[config.mk]
export PLATFORM = sky130hd
export DESIGN_NAME = mem_stage
export DESIGN_NICKNAME = d
export VERILOG_FILES = /design/src/rtl/mem_stage.sv
export SDC_FILE = /design/constraint.sdc
export NUM_CORES = 1
export LEC_CHECK = 0
export ABC_AREA = 1
export CORE_MARGIN = 2
export CORE_UTILIZATION = 25
export DETAILED_ROUTE_END_ITERATION = 8
export PLACE_DENSITY_LB_ADDON = 0.2
export SYNTH_ARGS = -nofsm -noshare
export SYNTH_HDL_FRONTEND = slang
export SYNTH_SLANG_ARGS = --single-unit
[constraint.sdc]
create_clock -name clk -period 6.3 [get_ports clk]
set_input_delay 1.26 -clock clk [delete_from_list [all_inputs] [get_ports clk]]
set_output_delay 1.26 -clock clk [all_outputs]
set_load 0.03 [all_outputs]
[src/rtl/mem_stage.sv]
`default_nettype none
// ============================================================================
//  Module      : mem_stage
//  Description : Memory stage of the 16-bit pipeline. Latches execute results
//                into an EX/MEM register, performs loads/stores on a
//                variable-latency req/ack data memory, stalls upstream while
//                an access is outstanding and produces registered write-back
//                results. Flags misaligned, illegal and timed-out accesses.
//  Revision    : 1.0 - initial release
// ============================================================================
module mem_stage #(
   parameter int MAX_WAIT = 8
) (
   input  logic        clk,
   input  logic        rst,
   input  logic        ex_valid,
   input  logic [15:0] ex_ALU_out,
   input  logic [15:0] ex_data_2,
   input  logic        ex_mem_read,
   input  logic        ex_mem_write,
   input  logic        ex_halt,
   input  logic [2:0]  ex_wr_reg,
   input  logic        ex_reg_write,
   output logic        stall,
   output logic        dmem_req,
   output logic        dmem_wr,
   output logic [15:0] dmem_addr,
   output logic [15:0] dmem_wdata,
   input  logic        dmem_ack,
   input  logic [15:0] dmem_rdata,
   output logic        wb_valid,
   output logic [15:0] wb_data,
   output logic [2:0]  wb_wr_reg,
   output logic        wb_reg_write,
   output logic        wb_halt,
   output logic        err
);

   // Last wait-counter value before an unacknowledged access times out.
   localparam logic [3:0] c_WAIT_LAST = 4'(MAX_WAIT - 1);

   typedef enum logic [1:0] {
      S_IDLE   = 2'd0,
      S_ACCESS = 2'd1,
      S_HALTED = 2'd2,
      S_ERROR  = 2'd3
   } state_t;

   state_t      r_state;
   state_t      w_state_nxt;
   state_t      w_ex_target;
   logic [3:0]  r_cnt;
   logic [3:0]  w_cnt_nxt;

   // EX/MEM register
   logic        r_m_valid;
   logic [15:0] r_m_addr;
   logic [15:0] r_m_wdata;
   logic        r_m_rd;
   logic        r_m_wr;
   logic        r_m_halt;
   logic [2:0]  r_m_wr_reg;
   logic        r_m_reg_write;

   // MEM/WB register
   logic        r_wb_valid;
   logic [15:0] r_wb_data;
   logic [2:0]  r_wb_wr_reg;
   logic        r_wb_reg_write;
   logic        r_wb_halt;
   logic        r_err;

   logic        w_stall;
   logic        w_m_memop;
   logic        w_wb_load;
   logic        w_ex_memop;
   logic        w_ex_bad;

   assign w_m_memop  = r_m_rd | r_m_wr;
   assign w_ex_memop = ex_mem_read | ex_mem_write;
   // Odd address or simultaneous read+write can never be issued to memory.
   assign w_ex_bad   = ex_ALU_out[0] | (ex_mem_read & ex_mem_write);

   // Hold upstream while waiting on memory, once dead, or while a halt sits in M.
   assign w_stall = ((r_state == S_ACCESS) && !dmem_ack)
                  || (r_state == S_HALTED)
                  || (r_state == S_ERROR)
                  || (r_m_valid && r_m_halt);

   // An instruction completes either as a non-memory op in IDLE or on the ack.
   assign w_wb_load = r_m_valid
                    && ((!w_m_memop && (r_state == S_IDLE))
                        || ((r_state == S_ACCESS) && dmem_ack));

   // Classify the instruction being accepted from EX into its M-stage state.
   always_comb begin
      w_ex_target = S_IDLE;
      if (ex_valid && w_ex_memop) begin
         w_ex_target = w_ex_bad ? S_ERROR : S_ACCESS;
      end
   end

   // Next-state and wait-counter logic.
   always_comb begin
      w_state_nxt = r_state;
      w_cnt_nxt   = r_cnt;
      case (r_state)
         S_IDLE: begin
            w_cnt_nxt = 4'd0;
            if (r_m_valid && r_m_halt) begin
               w_state_nxt = S_HALTED;
            end else if (!w_stall) begin
               w_state_nxt = w_ex_target;
            end
         end
         S_ACCESS: begin
            if (dmem_ack) begin
               w_cnt_nxt   = 4'd0;
               w_state_nxt = w_stall ? S_IDLE : w_ex_target;
            end else if (r_cnt == c_WAIT_LAST) begin
               w_cnt_nxt   = 4'd0;
               w_state_nxt = S_ERROR;
            end else begin
               w_cnt_nxt   = r_cnt + 4'd1;
            end
         end
         S_HALTED: begin
            w_cnt_nxt = 4'd0;
         end
         S_ERROR: begin
            w_cnt_nxt = 4'd0;
         end
         default: begin
            w_state_nxt = S_ERROR;
            w_cnt_nxt   = 4'd0;
         end
      endcase
   end

   // State, counter and sticky error register.
   always_ff @(posedge clk or posedge rst) begin
      if (rst) begin
         r_state <= S_IDLE;
         r_cnt   <= 4'd0;
         r_err   <= 1'b0;
      end else begin
         r_state <= w_state_nxt;
         r_cnt   <= w_cnt_nxt;
         if ((w_state_nxt == S_ERROR) && (r_state != S_ERROR)) begin
            r_err <= 1'b1;
         end
      end
   end

   // EX/MEM register: accept from EX whenever the stage is not stalled.
   always_ff @(posedge clk or posedge rst) begin
      if (rst) begin
         r_m_valid     <= 1'b0;
         r_m_addr      <= 16'd0;
         r_m_wdata     <= 16'd0;
         r_m_rd        <= 1'b0;
         r_m_wr        <= 1'b0;
         r_m_halt      <= 1'b0;
         r_m_wr_reg    <= 3'd0;
         r_m_reg_write <= 1'b0;
      end else if (!w_stall) begin
         r_m_valid     <= ex_valid;
         r_m_addr      <= ex_ALU_out;
         r_m_wdata     <= ex_data_2;
         r_m_rd        <= ex_valid & ex_mem_read;
         r_m_wr        <= ex_valid & ex_mem_write;
         r_m_halt      <= ex_valid & ex_halt;
         r_m_wr_reg    <= ex_wr_reg;
         r_m_reg_write <= ex_valid & ex_reg_write;
      end
   end

   // MEM/WB register: one-cycle valid pulse per completed instruction.
   always_ff @(posedge clk or posedge rst) begin
      if (rst) begin
         r_wb_valid     <= 1'b0;
         r_wb_data      <= 16'd0;
         r_wb_wr_reg    <= 3'd0;
         r_wb_reg_write <= 1'b0;
         r_wb_halt      <= 1'b0;
      end else begin
         r_wb_valid     <= w_wb_load;
         r_wb_reg_write <= w_wb_load & r_m_reg_write;
         r_wb_halt      <= w_wb_load & r_m_halt;
         if (w_wb_load) begin
            r_wb_data   <= r_m_rd ? dmem_rdata : r_m_addr;
            r_wb_wr_reg <= r_m_wr_reg;
         end
      end
   end

   assign stall        = w_stall;
   assign dmem_req     = (r_state == S_ACCESS);
   assign dmem_wr      = r_m_wr;
   assign dmem_addr    = r_m_addr;
   assign dmem_wdata   = r_m_wdata;
   assign wb_valid     = r_wb_valid;
   assign wb_data      = r_wb_data;
   assign wb_wr_reg    = r_wb_wr_reg;
   assign wb_reg_write = r_wb_reg_write;
   assign wb_halt      = r_wb_halt;
   assign err          = r_err;

endmodule
`default_nettype wire

==> results.sh <==
export IMPL_grt_met3_usage=0.0386
export IMPL_timing_reg2reg_setup_slack_ns=3.92
export IMPL_vias=2406
export IMPL_final_common_cell="sky130_fd_sc_hd__nand2_1"
export IMPL_die_w_um=112
export IMPL_grt_setup_unrepaired="no"
export IMPL_cts_inserted_buffers=9
export IMPL_buffer_ports_inserted=116
export IMPL_power_leakage_uw=0.00223
export IMPL_num_antenna_cells=0
export IMPL_final_nets=486
export IMPL_gp_routability_congestion=0.761
export IMPL_first_global_vias=2380
export IMPL_layout_cells_most_common_list="sky130_fd_sc_hd__nand2_1, sky130_fd_sc_hd__clkdlybuf4s50_1, sky130_fd_sc_hd__dfrtp_1"
export IMPL_cap_viol_max_count=0
export IMPL_synth_top_cells_by_area="sky130_fd_sc_hd__dfrtp_1, sky130_fd_sc_hd__nand2_1, sky130_fd_sc_hd__mux2i_1"
export IMPL_drt_vias_per_instance=4.21
export IMPL_critPathMaxFanout=5
export IMPL_global_route_peak_usage_layer="met2"
export IMPL_max_transition_margin=0.305
export IMPL_cellPowerDensity_nw_per_um2=220
export IMPL_slew_worst_pin_ns=1.04
export IMPL_report_final_hold_viol_count=0
export IMPL_placedInstanceArea_um2=4160
export IMPL_max_vdd_ir_drop_uv=135
export IMPL_post_synth_inst_count=311
export IMPL_fmaxAchievable_mhz=256
export IMPL_synthMuxAreaShare=0.0552
export IMPL_n_fill_cell=1160
export IMPL_cts_root_buf="sky130_fd_sc_hd__clkbuf_16"
export IMPL_main_combinational_cell_family_by_area_after_synthesis="simple AND/OR/NAND/NOR gates"
export IMPL_final_standard_cell_area_without_fillers_um2=4440
export IMPL_remaining_drc_errors=0
export IMPL_detailed_route_iter0_violations=125
export IMPL_synthXorXnorAreaFrac=0.00302
export IMPL_critical_path_startpoint_type="input pin"
export IMPL_grt_pass1_wl_mm=12.3
export IMPL_die_height_um=112
export IMPL_synthesis_area_um2=2900
export IMPL_worstSetupEndpointType="output port"
export IMPL_grt_max_degree=70
export IMPL_worstHoldPathCells=1
export IMPL_synth_compound_area_share=0.0613
export IMPL_cts_post_setup_buffers_inserted=0
export IMPL_postSynthRegisterBits=69
export IMPL_yosys_cell_types_count=22
export IMPL_run_status="finished, final reports clean"
export IMPL_design_core_area_um2=11400
export IMPL_layout_min_cycle_time_ns=3.91
export IMPL_die_area_um2=12500
export IMPL_global_route_overflow_total=0
export IMPL_fin_worst_skew_ns=0.00699
export IMPL_clk_latency_ns=0.32
export IMPL_grt_util_met2=0.185
export IMPL_timing_setup_critical_path_class="in -> out"
export IMPL_hold_path_startpoint="r_cnt[0]"
export IMPL_syn2layout_area_growth_pct=53.0
export IMPL_worst_r2r_cell_count=7
export IMPL_effective_utilization_at_floorplan=0.255
export IMPL_finish_utilization=0.390
export IMPL_final_antenna_net_count=0
export IMPL_routed_wl_mm=7.42
export IMPL_cp_arrival_ns=2.65
export IMPL_holdCritPathClass="reg -> reg"
export IMPL_globalRouteMet1Util=0.172
export IMPL_cts_repair_resize_count=0
export IMPL_worstPathRequired_ns=5.04
export IMPL_rows=39
export IMPL_grt_antenna_before_repair=0
export IMPL_hold_slack_ns=0.457
export IMPL_yosys_area_share_simple=0.227
export IMPL_place_hpwl_mm=4.96
export IMPL_gr_usage_all_layers=0.124
export IMPL_final_layout_size_suffix_gt1_frac=0.0793
export IMPL_tritoncts_num_sinks=69
export IMPL_layout_worst_path_cycle_share=0.621
export IMPL_synthesis_area_per_instance_um2=9.33
export IMPL_cts_max_level=3
export IMPL_yosys_area_share_adder=0.00431
export IMPL_cts_tree="yes"
export IMPL_fin_setup_tns_ns=0
export IMPL_max_clock_path_buffers=2
export IMPL_detailedRoute_firstPassIterationCount=4
export IMPL_endpoint_of_the_worst_hold_path="r_cnt[0]"
export IMPL_netlist_top_cell_by_area="sky130_fd_sc_hd__dfrtp_1"
export IMPL_synth_warning_count=0
export IMPL_wl_per_cell_um=13.0
export IMPL_cts_reportedPaths_clkPinSlew_ns=0.05
export IMPL_synth_top_area_share=0.595
export IMPL_setup_violations=0
export IMPL_slew_violations=0
export IMPL_worstReg2RegStart="r_m_rd"
export IMPL_synth_sequential_area_ratio=0.595
export IMPL_design_portCount=117
export IMPL_synth_nets=371
export IMPL_cts_hold_repair_buffers=0
export IMPL_r2r_end="wb_wr_reg[0]"
## cells by family after synthesis
logic type	count (synthesis)
simple gates	166
flops	69
compound gates	29
buf+inv	29
mux	16
xor+xnor	1
fa+ha+maj	1
## per-stage QoR
| step | power [uW] | instances | worst slack [ns] |
|---|---|---|---|
| 6_report | 975 | 572 | 2.39 |
| 5_1_grt | 1020 | 572 | 2.31 |
| 4_1_cts | 1000 | 572 | 2.37 |
| 3_5_place_dp | 505 | 558 | 2.38 |
| 3_3_place_gp | 505 | 558 | 2.38 |
| 2_1_floorplan | 463 | 311 | 3.23 |
## where the power goes
group	switching, uW	total, uW	internal [uW]
registers	0	444	444
clock network	167	479	312
logic	18.5	52.7	34.1
total	186	975	790
## cell type report
| type | count | area, um^2 | share of cell area |
|---|---|---|---|
| Sequential cell | 69 | 1730 | 0.389 |
| Inverter | 15 | 56.3 | 0.0127 |
| Tap cell | 143 | 179 | 0.0403 |
| Clock buffer | 12 | 246 | 0.0555 |
| Clock inverter | 2 | 35.0 | 0.00789 |
| Timing Repair Buffer | 118 | 1180 | 0.265 |
| Multi-Input combinational cell | 213 | 1020 | 0.229 |
## how the worst max path moves through the flow
| stage | from | endpoint | slack, ns |
|---|---|---|---|
| CTS | dmem_ack | stall | 2.37 |
| global placement | dmem_ack | stall | 2.38 |
| floorplan | dmem_ack | stall | 3.23 |
| detailed placement | dmem_ack | stall | 2.38 |
| finish | dmem_ack | stall | 2.39 |
| global route | dmem_ack | stall | 2.31 |
## critical path: stages
cell and delay [ns]:
sky130_fd_sc_hd__clkdlybuf4s50_1 0.41, sky130_fd_sc_hd__inv_1 0.14, sky130_fd_sc_hd__nand2_1 0.08, sky130_fd_sc_hd__nand3_2 0.08, sky130_fd_sc_hd__clkdlybuf4s50_1 0.68
## synthesized netlist by cell type
master / number
sky130_fd_sc_hd__buf_6: 3
sky130_fd_sc_hd__buf_4: 3
sky130_fd_sc_hd__nand2_2: 2
sky130_fd_sc_hd__inv_2: 3
sky130_fd_sc_hd__clkbuf_4: 1
sky130_fd_sc_hd__nand2_1: 142
sky130_fd_sc_hd__o21ai_2: 8
sky130_fd_sc_hd__buf_2: 7
sky130_fd_sc_hd__xor2_1: 1
sky130_fd_sc_hd__dfrtp_1: 69
sky130_fd_sc_hd__nand4_1: 1
sky130_fd_sc_hd__nor2_1: 10
sky130_fd_sc_hd__o21ai_1: 4
sky130_fd_sc_hd__mux2i_1: 16
sky130_fd_sc_hd__o21ai_0: 15
sky130_fd_sc_hd__o211ai_1: 1
sky130_fd_sc_hd__nor2_2: 4
sky130_fd_sc_hd__nand3_1: 5
sky130_fd_sc_hd__inv_1: 12
sky130_fd_sc_hd__a21oi_1: 1
sky130_fd_sc_hd__ha_1: 1
sky130_fd_sc_hd__nand3_2: 2
## metal layers
layer / vias up / wire, um
li1: 1203 / -
met1: 1113 / 3610
met2: 83 / 3280
met3: 7 / 459
met4: 0 / 73
met5: - / 0
Power figures use the tool's default switching activity.
